===== src/rtl/fetch_queue.sv =====
// Instruction prefetch queue: fetches sequential words while the bus is free and
// presents the head entry to decode. Optional counters under FETCH_QUEUE_STATS_EN.
module fetch_queue #(
  parameter int unsigned         DATA_WIDTH      = 32,
  parameter int unsigned         ADDR_WIDTH      = 32,
  parameter int unsigned         DEPTH           = 4,
  parameter logic [ADDR_WIDTH-1:0] RESET_ADDRESS = 32'h0,
  parameter logic [DATA_WIDTH-1:0] NOP_INSTRUCTION = 32'h0
) (
  input  logic                         clock,
  input  logic                         reset,
  input  logic                         bus_grant,
  output logic [ADDR_WIDTH-1:0]        fetch_address,
  output logic                         fetch_read,
  input  logic [DATA_WIDTH-1:0]        fetch_data,
  input  logic                         redirect,
  input  logic [ADDR_WIDTH-1:0]        redirect_address,
  input  logic                         consume,
  output logic [DATA_WIDTH-1:0]        instruction,
  output logic [ADDR_WIDTH-1:0]        instruction_address,
  output logic                         instruction_valid,
  output logic [$clog2(DEPTH+1)-1:0]   level
`ifdef FETCH_QUEUE_STATS_EN
  ,
  output logic [31:0]                  stat_fetches,
  output logic [31:0]                  stat_flushed,
  output logic [31:0]                  stat_starved
`endif
);

  localparam int unsigned LW = $clog2(DEPTH + 1);
  localparam int unsigned PW = $clog2(DEPTH);
  localparam logic [LW-1:0] FULL_LEVEL = LW'(DEPTH);

  logic [DATA_WIDTH-1:0] data_q [DEPTH];
  logic [ADDR_WIDTH-1:0] addr_q [DEPTH];

  logic [PW-1:0]         rd_ptr_q, rd_ptr_d;
  logic [PW-1:0]         wr_ptr_q, wr_ptr_d;
  logic [LW-1:0]         level_q, level_d;
  logic [ADDR_WIDTH-1:0] fetch_ptr_q, fetch_ptr_d;
  logic                  full, empty, take;

  always_comb begin
    full        = (level_q == FULL_LEVEL);
    empty       = (level_q == '0);
    fetch_read  = bus_grant & ~full & ~redirect & ~reset;
    take        = consume & ~empty & ~redirect;
    rd_ptr_d    = rd_ptr_q;
    wr_ptr_d    = wr_ptr_q;
    level_d     = level_q;
    fetch_ptr_d = fetch_ptr_q;
    if (redirect) begin
      rd_ptr_d    = '0;
      wr_ptr_d    = '0;
      level_d     = '0;
      fetch_ptr_d = {redirect_address[ADDR_WIDTH-1:2], 2'b00};
    end else begin
      if (fetch_read) begin
        wr_ptr_d    = wr_ptr_q + 1'b1;
        fetch_ptr_d = fetch_ptr_q + ADDR_WIDTH'(4);
      end
      if (take) rd_ptr_d = rd_ptr_q + 1'b1;
      case ({fetch_read, take})
        2'b10:   level_d = level_q + 1'b1;
        2'b01:   level_d = level_q - 1'b1;
        default: level_d = level_q;
      endcase
    end
  end

  always_ff @(posedge clock or posedge reset) begin
    if (reset) begin
      rd_ptr_q    <= '0;
      wr_ptr_q    <= '0;
      level_q     <= '0;
      fetch_ptr_q <= RESET_ADDRESS;
    end else begin
      rd_ptr_q    <= rd_ptr_d;
      wr_ptr_q    <= wr_ptr_d;
      level_q     <= level_d;
      fetch_ptr_q <= fetch_ptr_d;
    end
  end

  // Storage needs no reset: level_q gates every read of it.
  always_ff @(posedge clock) begin
    if (fetch_read) begin
      data_q[wr_ptr_q] <= fetch_data;
      addr_q[wr_ptr_q] <= fetch_ptr_q;
    end
  end

  always_comb begin
    fetch_address       = fetch_ptr_q;
    level               = level_q;
    instruction_valid   = ~empty;
    instruction         = empty ? NOP_INSTRUCTION : data_q[rd_ptr_q];
    instruction_address = empty ? '0 : addr_q[rd_ptr_q];
  end

`ifdef FETCH_QUEUE_STATS_EN
  logic [31:0] stat_fetches_q, stat_fetches_d;
  logic [31:0] stat_flushed_q, stat_flushed_d;
  logic [31:0] stat_starved_q, stat_starved_d;
  logic [32:0] flushed_sum;

  always_comb begin
    stat_fetches_d = stat_fetches_q;
    stat_flushed_d = stat_flushed_q;
    stat_starved_d = stat_starved_q;
    flushed_sum    = {1'b0, stat_flushed_q} + 33'(level_q);
    if (fetch_read && stat_fetches_q != '1) stat_fetches_d = stat_fetches_q + 32'd1;
    if (consume && empty && stat_starved_q != '1) stat_starved_d = stat_starved_q + 32'd1;
    if (redirect) stat_flushed_d = flushed_sum[32] ? '1 : flushed_sum[31:0];
  end

  always_ff @(posedge clock or posedge reset) begin
    if (reset) begin
      stat_fetches_q <= '0;
      stat_flushed_q <= '0;
      stat_starved_q <= '0;
    end else begin
      stat_fetches_q <= stat_fetches_d;
      stat_flushed_q <= stat_flushed_d;
      stat_starved_q <= stat_starved_d;
    end
  end

  assign stat_fetches = stat_fetches_q;
  assign stat_flushed = stat_flushed_q;
  assign stat_starved = stat_starved_q;
`endif

endmodule


===== config.mk =====
export PLATFORM = sky130hd
export DESIGN_NAME = fetch_queue
export DESIGN_NICKNAME = d
export VERILOG_FILES = /design/src/rtl/fetch_queue.sv
export SDC_FILE = /design/constraint.sdc
export NUM_CORES = 1
export LEC_CHECK = 0
export CORE_ASPECT_RATIO = 2
export CORE_MARGIN = 4
export CORE_UTILIZATION = 56
export CTS_BUF_LIST = sky130_fd_sc_hd__clkbuf_4 sky130_fd_sc_hd__clkbuf_8
export CTS_CLUSTER_SIZE = 16
export DETAILED_ROUTE_END_ITERATION = 16
export PLACE_DENSITY = 0.82
export SLEW_MARGIN = 0
export SYNTH_ARGS = -nofsm -noshare
export SYNTH_HDL_FRONTEND = slang
export SYNTH_SLANG_ARGS = --single-unit

===== constraint.sdc =====
create_clock -name clock -period 3.4 [get_ports clock]
set_input_delay 0.68 -clock clock [delete_from_list [all_inputs] [get_ports clock]]
set_output_delay 0.68 -clock clock [all_outputs]
set_load 0.03 [all_outputs]

Word-level counts from Yosys, hierarchy flattened
Memories as Yosys holds them, arrays and structs flattened.
Cells that the tools add are included.

operators by class
  equal/unequal tests = 3
  multiplexer cells = 12
  bitwise gates (word level) = 9
  add/sub/neg operators = 5
  reduce and logical (&&, ||, !) cells = 4

operators by type and width
  operator               number
  $mux 32                4
  $add 32x3->32 const B  1
  $mux 2                 4
  $pmux 3 s2             1
  $and 1x1->1            5
  $add 2x1->2 const B    2
  $not 1->1              4
  $reduce_bool 2->1      2
  $add 3x1->3 const B    1
  $eq 3x3->1 const B     1
  $logic_not 3->1        1
  $mux 3                 1
  $reduce_bool 3->1      1
  $sub 3x1->3 const B    1
  $eq 2x1->1 const B     1
  $eq 2x2->1 const B     1
  $mux 1                 2

storage, ports and cells
  word-level logic and storage cells = 39
  input bits = 69
  bits in writable memories = 256
  flip-flop bits (word level) = 39
  memories kept = 2
  output and inout bits = 101

memories
  name    depth  width  read ports  clocked after memory_dff  wr ports  RTL line  text
  addr_q  4      32     1           0                         1         36        logic [ADDR_WIDTH-1:0] addr_q [DEPTH];
  data_q  4      32     1           0                         1         35        logic [DATA_WIDTH-1:0] data_q [DEPTH];

Depth between registers and ports, before layout
Gate-level depths: netlist of the first run.

  word-level depth = 8
  mapped depth = 11

Worst setup path before layout of the first run
OpenSTA, ideal clock, no wires.

  path type = input-to-reg
  start point = input redirect
  end point = memory addr_q[0][10] (enable)
  cell stages on the path = 6
  path buffers = 2
  arrival = 3.332 ns
  setup slack = -0.358 ns
  cells stage by stage = or3b_4 or2_4 inv_2 buf_6 buf_2 and2_1

between the ends
  longest elaborated chain between the ends = 5

ends and longest elaborated chain
  what                          RTL line  text
  start: declaration            16        input logic redirect,
  $not 1->1                     47        fetch_read = bus_grant & ~full & ~redirect & ~reset;
  $and 1x1->1 (2 in series)     47
  via fetch_read                14        output logic fetch_read,
  $mux 1                        88        if (fetch_read) begin
  $mux 1 (not written as such)  90        addr_q[wr_ptr_q] <= fetch_ptr_q;
  end: declaration              36

The timed path passes the listed nets, and every way through them passes these cells.

Worst setup path in the final report of the first run
  start point = register rd_ptr_q[1]
  end point = output instruction_address[26]

between the ends
  longest elaborated chain between the ends = 2

ends and longest elaborated chain
  what                      RTL line  text
  start: declaration        38        logic [PW-1:0] rd_ptr_q, rd_ptr_d;
  start signal: assignment  79        rd_ptr_q <= rd_ptr_d;
  $mem_v2 4x32              -
  $mux 32                   99        instruction_address = empty ? '0 : addr_q[rd_ptr_q];
  end: declaration          20        output logic [ADDR_WIDTH-1:0] instruction_address,

Every way passes these cells.

==> out/results.ini, run 1 <==
[global_route]
grt-ovfl-total = 0
grt_max_degree = 66
grt_usage = 0.2286
grt_pass1_wl_um = 40240
antenna_found_initial = 0
grt_pass1_vias = 7311

[logic_synthesis]
synthSimpleGateAreaFrac = 0.09620
yosysWarnings = 0
synth.avg_cell_area_um2 = 17.57
synth-xor-area-share = 0.005148
synth-compound-area-share = 0.03239
synth.area.mux_share = 0.1236
seq_area_frac_synth = 0.7177
yosysUniqueCellTypes = 50
synth_top_area_share = 0.6384
synthAdderAreaFrac = 0.007079
yosys_register_bits = 285
synth_area_um2 = 11670
syn_inst = 664
synth_area_leaders = edfxtp_1 64%, mux4_2 12%, dfrtp_1 7.9%
synth_top_family_by_area = multiplexers
synth_largest_area_cell = edfxtp_1

[floorplanning]
ios = 170
design.die.area_um2 = 23350
start_util = 0.5701
coreArea_um2 = 20460
die_w_um = 110.1
fp-row-count = 74
die_height_um = 212.1

[clock_network]
hold_buffers = 0
cts_buffer_depth = 3
htreeDepth = 2
clk_pin_slew_worst_paths_ns = 0.07
cts_tree = yes
clockRootBuffer = clkbuf_8
worst_skew_pair.late_latency_ns = 0.52
cts_sinks = 285
cts_inserted_buffers = 37

[pwr]
intPower_mw = 6.937
sequentialPowerShare = 0.407
combPwrFrac = 0.349
p_leak_nw = 4.819
p_sw_frac = 0.3197
peakVddDrop_mv = 0.3838
clkPwrFrac = 0.244
switchingPower_mw = 3.260
power_density_nw_per_um2 = 700.6

[finish]
layout.cells.non_filler = 1149
antenna_cells = 0
area_growth_pct = 24.75
drive_gt1_frac = 0.1835
final_nets = 932
n_fill_cell = 1301

[timing]
hold_viol = 0
final-setup-viol-count = 0
tns_ns = 0
rsz0062_at_grt = false
slew_headroom = 0.2947
maxClockFrequency_mhz = 305.1
period_minus_slack_ns = 3.277
fin_crit_sh = 0.9639
skew_ns = 0.01225
slew_violations = 0
worstMarginPinSlew_ns = 1.054
final.setup.worst_slack_ns = 0.1226

[setup_path]
startpoint_type = flop
cp_max_fo = 37
timing.setup.critical_path_class = reg -> out
worstPathRequired_ns = 2.72
critPathCaptureType = output port
worstPathArrival_ns = 2.60

[detailed_routing]
drt-vias-per-instance = 5.916
routed_wirelength_um = 25580
dr_wl_met3_um = 1369
first_iter_violations = 314
wl_met1_um = 8877
vias = 6798
drt_first_pass_iters = 5
wl_per_cell_um = 22.26
antenna_left = 0
post-route-drc-count = 0
met2_length_um = 14480
top_layer = met4

[placement]
numPlacedInstances = 1082
dpl_worst_slack_ns = 0.2564
globalplace.congestion = 0.8683
dpl.hpwl_um = 16910
io_buffers = 163

[outcome]
outcome = completed

[min_path]
hp-class = reg -> reg

[flow_run]
cap_violations = 0

[critical path: stages (launching register included)]
cell	delay (ns)
dfrtp_2	0.60
buf_12	0.29
mux4_2	0.39
and2_1	0.19
clkdlybuf4s50_1	0.60
[cells in the final DEF (no fill, tap or decap), drive strengths merged, types with 2 or more instances in the layout]
| cell | netlist | final |
|---|---|---|
| clkbuf | 20 | 56 |
| nand3b | 4 | 4 |
| clkinv | 0 | 7 |
| nand3 | 18 | 18 |
| conb | 1 | 4 |
| nor3b | 2 | 2 |
| and2 | 68 | 68 |
| nor2 | 24 | 24 |
| nor4 | 6 | 6 |
| or3 | 6 | 6 |
| buf | 16 | 25 |
| o21bai | 2 | 2 |
| ha | 5 | 5 |
| o21ai | 18 | 18 |
| a221o | 5 | 5 |
| nand4 | 12 | 12 |
| o311ai | 7 | 7 |
| nor2b | 8 | 8 |
| xor2 | 3 | 3 |
| dfrtp | 37 | 37 |
| nand2 | 42 | 42 |
| edfxtp | 248 | 248 |
| a21oi | 3 | 3 |
| inv | 9 | 9 |
| mux2i | 3 | 3 |
| a21o | 2 | 2 |
| clkdlybuf4s50 | 0 | 162 |
| xnor2 | 3 | 3 |
| mux4 | 62 | 62 |
| o211ai | 9 | 9 |
| nor3 | 6 | 6 |
| a22oi | 4 | 4 |
[repair_timing]
action                                  in CTS  in global routing
gates cloned                                 0                  0
endpoints found under the setup margin      47                  3
buffers inserted                             2                  0
gates resized for setup                      0                  1
[cell usage after synthesis (all sizes together)]
cell type,instances
a22oi,4
o21bai,2
nand2,42
buf,16
fa,1
xnor2,3
mux2,1
dfrtp,37
nand3,18
a21o,2
nor4,6
inv,9
or2,1
o211ai,9
nand3b,4
a221o,5
mux2i,3
mux4,62
a21oi,3
o311ai,7
and3,1
a32oi,1
or3b,1
nor3,6
nor2,24
or3,6
xor2,3
or4,1
conb,1
o22a,1
nand2b,1
and2,68
nand4,12
o31ai,1
a41oi,1
nor3b,2
nor2b,8
clkbuf,20
o21ai,18
ha,5
edfxtp,248
[path summary, 6_finish.rpt]
check / startpoint / endpoint / slack [ns] / cells after the start
worst max-delay path: rd_ptr_q[1] / instruction_address[26] / 0.12 / 4
worst min-delay path: wr_ptr_q[0] / wr_ptr_q[0] / 0.58 / 1
worst max register to register: level[0] / fetch_address[10] / 0.67 / 8
worst min register to register: wr_ptr_q[0] / wr_ptr_q[0] / 0.58 / 1
max in group asynchronous: reset / rd_ptr_q[0] / 2.37 / 3
min in group asynchronous: reset / fetch_address[3] / 0.64 / 3
[cell families after synthesis]
kind of cell	Yosys count
AO/OA/AOI/OAI	54
XOR/XNOR	6
adder cells (fa/ha/maj)	6
buffers and inverters	45
flip-flops	285
multiplexers	66
other	1
AND/OR/NAND/NOR	201
[per-stage QoR]
stage	hold WS, ns	power [mW]	cell area, um2	util
floorplan	0.5134	6.358	11680	-
detailed placement	0.5732	7.809	13800	0.6744
finish	0.5817	10.20	14550	0.7113
global route	0.5964	10.64	14550	0.7113
CTS	0.5810	10.30	14550	0.7111
global placement	0.5533	7.730	13800	0.6744
[power groups by stage]
stage          Clock [mW]  Sequential (mW)  Combinational [mW]
6_report             2.48             4.15                3.56
5_1_grt              2.70             4.17                3.76
4_1_cts              2.54             4.15                3.61
3_5_place_dp            0             4.26                3.55
3_3_place_gp            0             4.24                3.49
2_1_floorplan           0             4.25                2.10
[sequential cells by signal, summed over array words and instances, names as in the netlist]
name / cells
addr_q: 120
data_q: 128
rd_ptr_q: 2
level: 3
fetch_address: 30
wr_ptr_q: 2
[area by class of cell]
class / count / area (um2) / share of cell area
Inverter: 9 / 33.78 / 0.002321
Clock inverter: 9 / 65.06 / 0.004470
Clock buffer: 56 / 670.6 / 0.04608
Multi-Input combinational cell: 337 / 3110 / 0.2137
Timing Repair Buffer: 187 / 1963 / 0.1349
Tap cell: 266 / 332.8 / 0.02287
Sequential cell: 285 / 8378 / 0.5757
[per-layer routing]
| metal | global-route usage | vias up |
|---|---|---|
| met2 | 0.4113 | 286 |
| met3 | 0.03464 | 60 |
| met4 | 0.1016 | 0 |
| met5 | 0 | - |
| li1 | - | 2982 |
| met1 | 0.2648 | 3470 |
(Power assumes the default switching activity.)
==> run 2, diff against run 1 <==
CTS_CLUSTER_DIAMETER = 40   (was not set)
PLACE_DENSITY = 0.8   (was 0.82)
==> out/results.ini, run 2 (synthesis results as in run 1) <==
[floorplanning]
coreArea_um2 = 20460
ios = 170
fp-row-count = 74
design.die.area_um2 = 23350
die_w_um = 110.1
start_util = 0.5701
die_height_um = 212.1

[detailed_routing]
wl_per_cell_um = 22.08
routed_wirelength_um = 25100
first_iter_violations = 435
drt-vias-per-instance = 5.920
antenna_left = 0
vias = 6731
drt_first_pass_iters = 5
post-route-drc-count = 0

[setup_path]
startpoint_type = flop
worstPathCellList = buf_12 > buf_12 > mux4_2 > and2_1 > clkdlybuf4s50_1
r2r_slack_ns = 0.72
cpPeakStageDelay_ns = 0.60
timing.setup.critical_path_class = reg -> out
cp_max_fo = 16
slowest_stage = clkdlybuf4s50_1
r2r_cells = 9
worstPathRequired_ns = 2.72
crit-reg2reg-launch = level[0]
critPathCaptureType = output port
worstPathArrival_ns = 2.63
crit_start = rd_ptr_q[0]
crit_top_cell = buf_12

[pwr]
intPower_mw = 6.744
sequentialPowerShare = 0.413
peakVddDrop_mv = 0.5299
combPwrFrac = 0.360
power_density_nw_per_um2 = 693.0
p_leak_nw = 4.943
p_sw_frac = 0.3280
switchingPower_mw = 3.291
clkPwrFrac = 0.227
total_power_mw = 10.04

[timing]
skew_ns = 0.03271
whs_ns = 0.5520
tns_ns = 0
rsz0062_at_grt = false
hold_viol = 0
period_minus_slack_ns = 3.315
fin_crit_sh = 0.9749
worstMarginPinSlew_ns = 0.6078
final-setup-viol-count = 0
maxClockFrequency_mhz = 301.7
slew_headroom = 0.5933
slew_violations = 0

[clock_network]
cts_inserted_buffers = 26
worst_skew_pair.late_latency_ns = 0.59
cts_tree = yes
cts_buffer_depth = 3
clk_pin_slew_worst_paths_ns = 0.10
cts_sinks = 285
clockRootBuffer = clkbuf_8
htreeDepth = 1

[placement]
post_dp_cell_area_um2 = 13770
dpl.hpwl_um = 16480
io_buffers = 163
globalplace.congestion = 0.8916

[min_path]
hp-class = in -> async

[finish]
largest_register_ffs = 128
antenna_cells = 0
drive_gt1_frac = 0.1791
largest_register = data_q
finalInstanceArea_um2 = 14480
final_nets = 926
area_growth_pct = 24.12
n_fill_cell = 1260
final_common_cell = edfxtp_1
layout_common_cells = 248 x edfxtp_1, 151 x clkdlybuf4s50_1, 63 x and2_1

[global_route]
grt_pass1_wl_um = 39510
grt_max_degree = 66
grt_pass1_vias = 7186
grt_usage = 0.2247
grt-ovfl-total = 0
antenna_found_initial = 0

[outcome]
outcome = completed

[flow_run]
cap_violations = 0

## run 2: changes by cell type in the layout (fill, tap and decap cells not counted), moves of 3 or more
cell and delta:
buf_4 +6, clkbuf_4 -7, clkbuf_8 -14, clkdlybuf4s50_1 -11, clkinv_1 -6, dlymetal6s2s_1 +10
inv_4 +3, inv_6 +3
## run 2: per-stage QoR
stage | setup WS [ns] | util | instances
6_report | 0.08536 | 0.7077 | 1137
3_3_place_gp | 0.3235 | 0.6729 | 1083
5_1_grt | 0.0001892 | 0.7077 | 1137
3_5_place_dp | 0.2779 | 0.6729 | 1083
2_1_floorplan | 0.3096 | - | 667
4_1_cts | 0.01001 | 0.7064 | 1137
## run 2: worst max-delay path, delay by kind of cell, from the launching register on
kind	cells	cell delay [ns]
buffers and inverters	3	0.89
DFF	1	0.47
muxes	1	0.54
and+or+nand+nor	1	0.18
## run 2: timing repair
action	in CTS	in global routing
endpoints found under the setup margin	62	10
resized for setup	2	10
pin swaps	0	0
hold buffers	0	0
setup buffers	6	0
## run 2: metal layers
layer	vias to the layer above	share of wire	GRT usage
met1	3404	0.35	0.2637
met3	67	0.052	0.02796
met5	-	0	0
met2	281	0.56	0.4111
met4	0	0.038	0.08782
li1	2979	-	-
## run 2: power by group through the flow
stage	registers (mW)	clock network [mW]	logic [mW]
final	4.14	2.28	3.61
after global routing	4.16	2.48	3.84
after CTS	4.14	2.34	3.69
after detailed placement	4.26	0	3.54
after global placement	4.25	0	3.49
after floorplan	4.25	0	2.10
## run 2: final timing paths
check                                     endpoint
setup / recovery           instruction_address[22]
hold / removal                   fetch_address[30]
setup reg to reg                          level[2]
hold reg to reg                        wr_ptr_q[0]
max in group asynchronous              rd_ptr_q[0]
min in group clock                     wr_ptr_q[0]
## run 2: area by class of cell
type / count / area, um2 / share of cell area
timing repair buffer: 192 / 2012 / 0.1389
clock inverter: 13 / 187.7 / 0.01296
tap: 266 / 332.8 / 0.02298
clock buffer: 35 / 425.4 / 0.02938
multi-input combinational: 337 / 3110 / 0.2148
sequential: 285 / 8378 / 0.5786
inverter: 9 / 33.78 / 0.002333
==> run 3, diff against run 2 <==
CTS_CLUSTER_DIAMETER = 30   (was 40)
TNS_END_PERCENT = 10   (was not set)
==> out/results.ini, run 3 (synthesis results as in run 1) <==
[timing]
maxClockFrequency_mhz = 302.9
slew_violations = 0
fin_crit_sh = 0.9710
whs_ns = 0.5515
final-setup-viol-count = 0
slew_headroom = 0.3234
skew_ns = 0.02893
tns_ns = 0
rsz0062_at_grt = false
hold_viol = 0
period_minus_slack_ns = 3.302
worstMarginPinSlew_ns = 1.011

[detailed_routing]
first_iter_violations = 406
vias = 6631
drt_first_pass_iters = 5
antenna_left = 0
routed_wirelength_um = 25060
post-route-drc-count = 0
drt-vias-per-instance = 5.837
wl_per_cell_um = 22.06

[placement]
io_buffers = 163
post_dp_cell_area_um2 = 13770
dpl.hpwl_um = 16530
globalplace.congestion = 0.8890

[setup_path]
cpPeakStageDelay_ns = 0.59
timing.setup.critical_path_class = reg -> out
crit_start = level[0]
path_buf_inv = 2
worstPathArrival_ns = 2.62
startpoint_type = flop
crit_cells = 4
crit-reg2reg-launch = level[0]
r2r_end = level[2]
cp_max_fo = 65
cp_top_family = buffers and inverters
worstPathRequired_ns = 2.72
critPathCaptureType = output port
critPathCapture = instruction[30]
worstPathCellList = or3_2 > buf_6 > and2_1 > clkdlybuf4s50_1
r2r_cells = 9
slowest_stage = clkdlybuf4s50_1
r2r_slack_ns = 0.67

[clock_network]
hold_buffers = 0
clk_pin_slew_worst_paths_ns = 0.09
cts_inserted_buffers = 27
cts_tree = yes
cts_buffer_depth = 3
htreeDepth = 1
cts_sinks = 285
clockRootBuffer = clkbuf_8
worst_skew_pair.late_latency_ns = 0.55

[pwr]
p_leak_nw = 5.375
peakVddDrop_mv = 0.4025
total_power_mw = 9.934
power_density_nw_per_um2 = 683.6

[min_path]
hp-class = reg -> reg

[floorplanning]
die_height_um = 212.1
ios = 170
start_util = 0.5701
design.die.area_um2 = 23350
fp-row-count = 74
die_w_um = 110.1
coreArea_um2 = 20460

[flow_run]
cap_violations = 0

[finish]
largest_register = data_q
finalInstanceArea_um2 = 14530
layout_common_cells = 248 x edfxtp_1, 124 x clkdlybuf4s50_1, 63 x and2_1
drive_gt1_frac = 0.1782
area_growth_pct = 24.56
antenna_cells = 0
final_nets = 925
final_common_cell = edfxtp_1
largest_register_ffs = 128
utilization = 0.7102

[global_route]
grt_pass1_vias = 6942
grt_max_degree = 66
grt_pass1_wl_um = 39000
grt_usage = 0.2209
grt-ovfl-total = 0
antenna_found_initial = 0

[outcome]
outcome = completed

[run 3: cell count changes in the layout (fill, tap and decap cells not counted), sizes merged]
cell and delta:
buf -2, clkbuf -2, clkdlybuf4s50 -27, clkinvlp +3
dlygate4sd2 -1, dlymetal6s2s +28
[run 3: worst register-to-register path, cell delays in order (launching register included)]
cell and delay [ns]:
dfrtp_1 0.49, or3_2 0.52, buf_6 0.22, nand2_1 0.27, nor3_1 0.11, fa_1 0.40, inv_1 0.08, nand2_1 0.05
o22a_1 0.19, mux2_4 0.29
[run 3: final cells by class]
cell class	count	area, um2
Sequential cell	285	8378
Tap cell	266	332.8
Multi-Input combinational cell	337	3110
Timing Repair Buffer	190	2047
Inverter	9	33.78
Fill cell	1315	5931
Clock buffer	33	435.4
Clock inverter	16	193.9
[run 3: worst min-delay path by stage]
stage                     depth (start not counted)  slack [ns]     endpoint        start
after global routing                              1        0.63  wr_ptr_q[0]  wr_ptr_q[0]
after global placement                            1        0.53  wr_ptr_q[0]  wr_ptr_q[0]
after CTS                                         1        0.56  wr_ptr_q[0]  wr_ptr_q[0]
after detailed placement                          1        0.55  wr_ptr_q[0]  wr_ptr_q[0]
final                                             1        0.55  wr_ptr_q[0]  wr_ptr_q[0]
after floorplan                                   1        0.51  wr_ptr_q[0]  wr_ptr_q[0]
[run 3: power by group]
group | internal (mW) | switching [mW] | total, mW
sequential | 3.97 | 0.187 | 4.16
clock | 1.12 | 1.18 | 2.30
combinational | 1.59 | 1.89 | 3.47
total | 6.68 | 3.25 | 9.93
[run 3: repair_timing]
action / in CTS / in global routing
gates resized for setup: 2 / 38
buffers inserted: 4 / 0
setup endpoints to repair: 61 / 38
[run 3: metal layers]
| metal | up-vias | wire, um | track usage |
|---|---|---|---|
| li1 | 2969 | - | - |
| met1 | 3341 | 9155 | 0.2780 |
| met2 | 261 | 13800 | 0.3935 |
| met3 | 60 | 1375 | 0.02644 |
| met4 | 0 | 736 | 0.07318 |
| met5 | - | 0 | 0 |
[run 3: through the flow]
stage,std cells,setup slack (ns)
after floorplan,667,-0.3584
after global placement,1083,0.3153
after detailed placement,1083,0.2977
after CTS,1136,0.02320
after global routing,1136,0.00002909
final,1136,0.09849
==> variant, RTL diff (config.mk and constraints of run 3) <==
`DATA_WIDTH`: 32 -> 36.
--- a/src/rtl/fetch_queue.sv
+++ b/src/rtl/fetch_queue.sv
@@ -1,7 +1,7 @@
 // Instruction prefetch queue: fetches sequential words while the bus is free and
 // presents the head entry to decode. Optional counters under FETCH_QUEUE_STATS_EN.
 module fetch_queue #(
-  parameter int unsigned         DATA_WIDTH      = 32,
+  parameter int unsigned         DATA_WIDTH      = 36,
   parameter int unsigned         ADDR_WIDTH      = 32,
   parameter int unsigned         DEPTH           = 4,
   parameter logic [ADDR_WIDTH-1:0] RESET_ADDRESS = 32'h0,
Interface: changed (resized fetch_data and instruction); port bits go from 170 to 178. No check against the original RTL was run, so the function may have changed too.
==> variant against run 3 <==
Final area increased by 5.7%. Setup slack improved by 0.15 ns. Synthesized cell count increased by 3.5%. Die area increased by 4.9%. Routed wire length increased by 10%. Sequential share of layout area increased by 0.058 points. First-iteration DRC count increased by 14%. Clock power increased by 10%. Non-clock buffer count increased by 7. Sequential cell count increased by 16. Combinational power increased by 5%. Total power increased by 6.7%. Synthesized area increased by 5.1%. Maximum frequency increased by 4.7%. Critical path type unchanged. Largest cell class unchanged.
==> variant: results (changes against run 3) <==
| Metric | Value |
|---|---|
| Largest net degree at the start of global routing | 70 (was 66) |
| Status | finished, final reports clean (unchanged) |
| Post-synth EDFFs | 264 (was 248) |
| Length of routed met2 wiring | 15830 um (was 13800 um) |
| Placed Cells | 1116 (was 1083) |
| Cell variety after synth | 54 (was 50) |
| Switching power | 0.003522 W (was 0.003253 W) |
| Slew @ Worst Pin | 0.8397 ns (was 1.011 ns) |
| Hold WS | 0.4062 ns (was 0.5515 ns) |
| Post-Syn Area per Cell | 17.85 um2 (was 17.57 um2) |
| Clock power share | 24.0% (was 23.2%) |
| DRT iter0 DRCs | 464 (was 406) |
| Vias in the first global route | 7668 (was 6942) |
| Post-detailed-route wirelength per cell | 23.47 um (was 22.06 um) |
| Area Overhead vs Synth | 25.18% (was 24.56%) |
| Gr usage total | 22.95% (was 22.09%) |
| Leakage | 5.858 nW (was 5.375 nW) |
| Initial antenna violation count | 1 (was 0) |
| DP Wirelength | 17850 um (was 16530 um) |
| Clk Latency, worst-skew pair | 0.57 ns (was 0.55 ns) |
| Seq pwr share | 41.5% (was 41.9%) |
| WL met3 | 1315 um (was 1375 um) |
| Worst vdd ir | 0.0005456 V (was 0.0004025 V) |
| Via-to-Cell Ratio | 5.983 (was 5.837) |
| Worst path max stage delay | 0.51 ns (was 0.59 ns) |
| Area after DPL | 14480 um2 (was 13770 um2) |
| Clock skew | 0.02294 ns (was 0.02893 ns) |
| CTS buffer count | 30 (was 27) |
| # port buffers | 171 (was 163) |
| Register area share after synthesis | 72.18% (was 71.77%) |
| Asr flop ratio synth | 12.29% (was 12.98%) |
| WL met1 | 9728 um (was 9155 um) |
| Synth area leaders | edfxtp_1 (65%), mux4_2 (12%), dfrtp_1 (7.5%) (was edfxtp_1 (64%), mux4_2 (12%), dfrtp_1 (7.9%)) |
| First-pass GRT wire length | 43210 um (was 39000 um) |
## variant: cell count changes in the layout (fill, tap and decap cells not counted), sizes merged, moves of 2 or more
cell / change
clkdlybuf4s50: -20
dlygate4sd2: +17
edfxtp: +16
dlymetal6s2s: +11
inv: -5
and2: +4
clkinv: +4
mux4: +4
clkinvlp: +3
clkbuf: +2
nand4: +2
## variant: worst max path at each step
| stage | from | endpoint | slack, ns |
|---|---|---|---|
| 6_report | level[0] | instruction_address[21] | 0.25 |
| 5_1_grt | level[0] | instruction_valid | 0.11 |
| 4_1_cts | level[0] | instruction_address[11] | 0.0009 |
| 3_5_place_dp | redirect | level[2] | 0.32 |
| 3_3_place_gp | bus_grant | level[2] | 0.33 |
| 2_1_floorplan | redirect | addr_q[1][10] | -0.39 |
## variant: kinds of logic (layout without fill, tap and decap cells)
family / count (synthesis) / count (layout) / share of synthesized area, %
compound gates: 54 / 54 / 3.122
mux: 70 / 70 / 12.49
xor+xnor: 6 / 6 / 0.4897
fa+ha+maj: 6 / 6 / 0.6733
simple gates: 203 / 203 / 9.212
flops: 301 / 301 / 72.18
other cells: 1 / 5 / 0.03057
buf+inv: 46 / 260 / 1.805
## variant: worst register-to-register path, cell delays in order (launching register included)
cell and delay, ns:
dfrtp_1 0.47, or3_2 0.51, buf_6 0.25, nand2_1 0.29, nor3_1 0.10, fa_1 0.38
inv_1 0.08, nand2_1 0.05, o22a_1 0.19, mux2_4 0.29
## variant: timing repair
action | CTS | global route
buffers inserted | 6 | 0
setup endpoints to repair | 66 | 49
resized for setup | 18 | 49
## variant: final cells by class
type                       instances  share of cell area, %
antenna                            1                0.01630
clock buffer                      35                  3.015
clock inverter                    20                  1.654
inverter                           8                 0.1956
multi-input combinational        343                  20.93
sequential                       301                  57.71
tap                              273                  2.225
timing repair buffer             197                  14.25
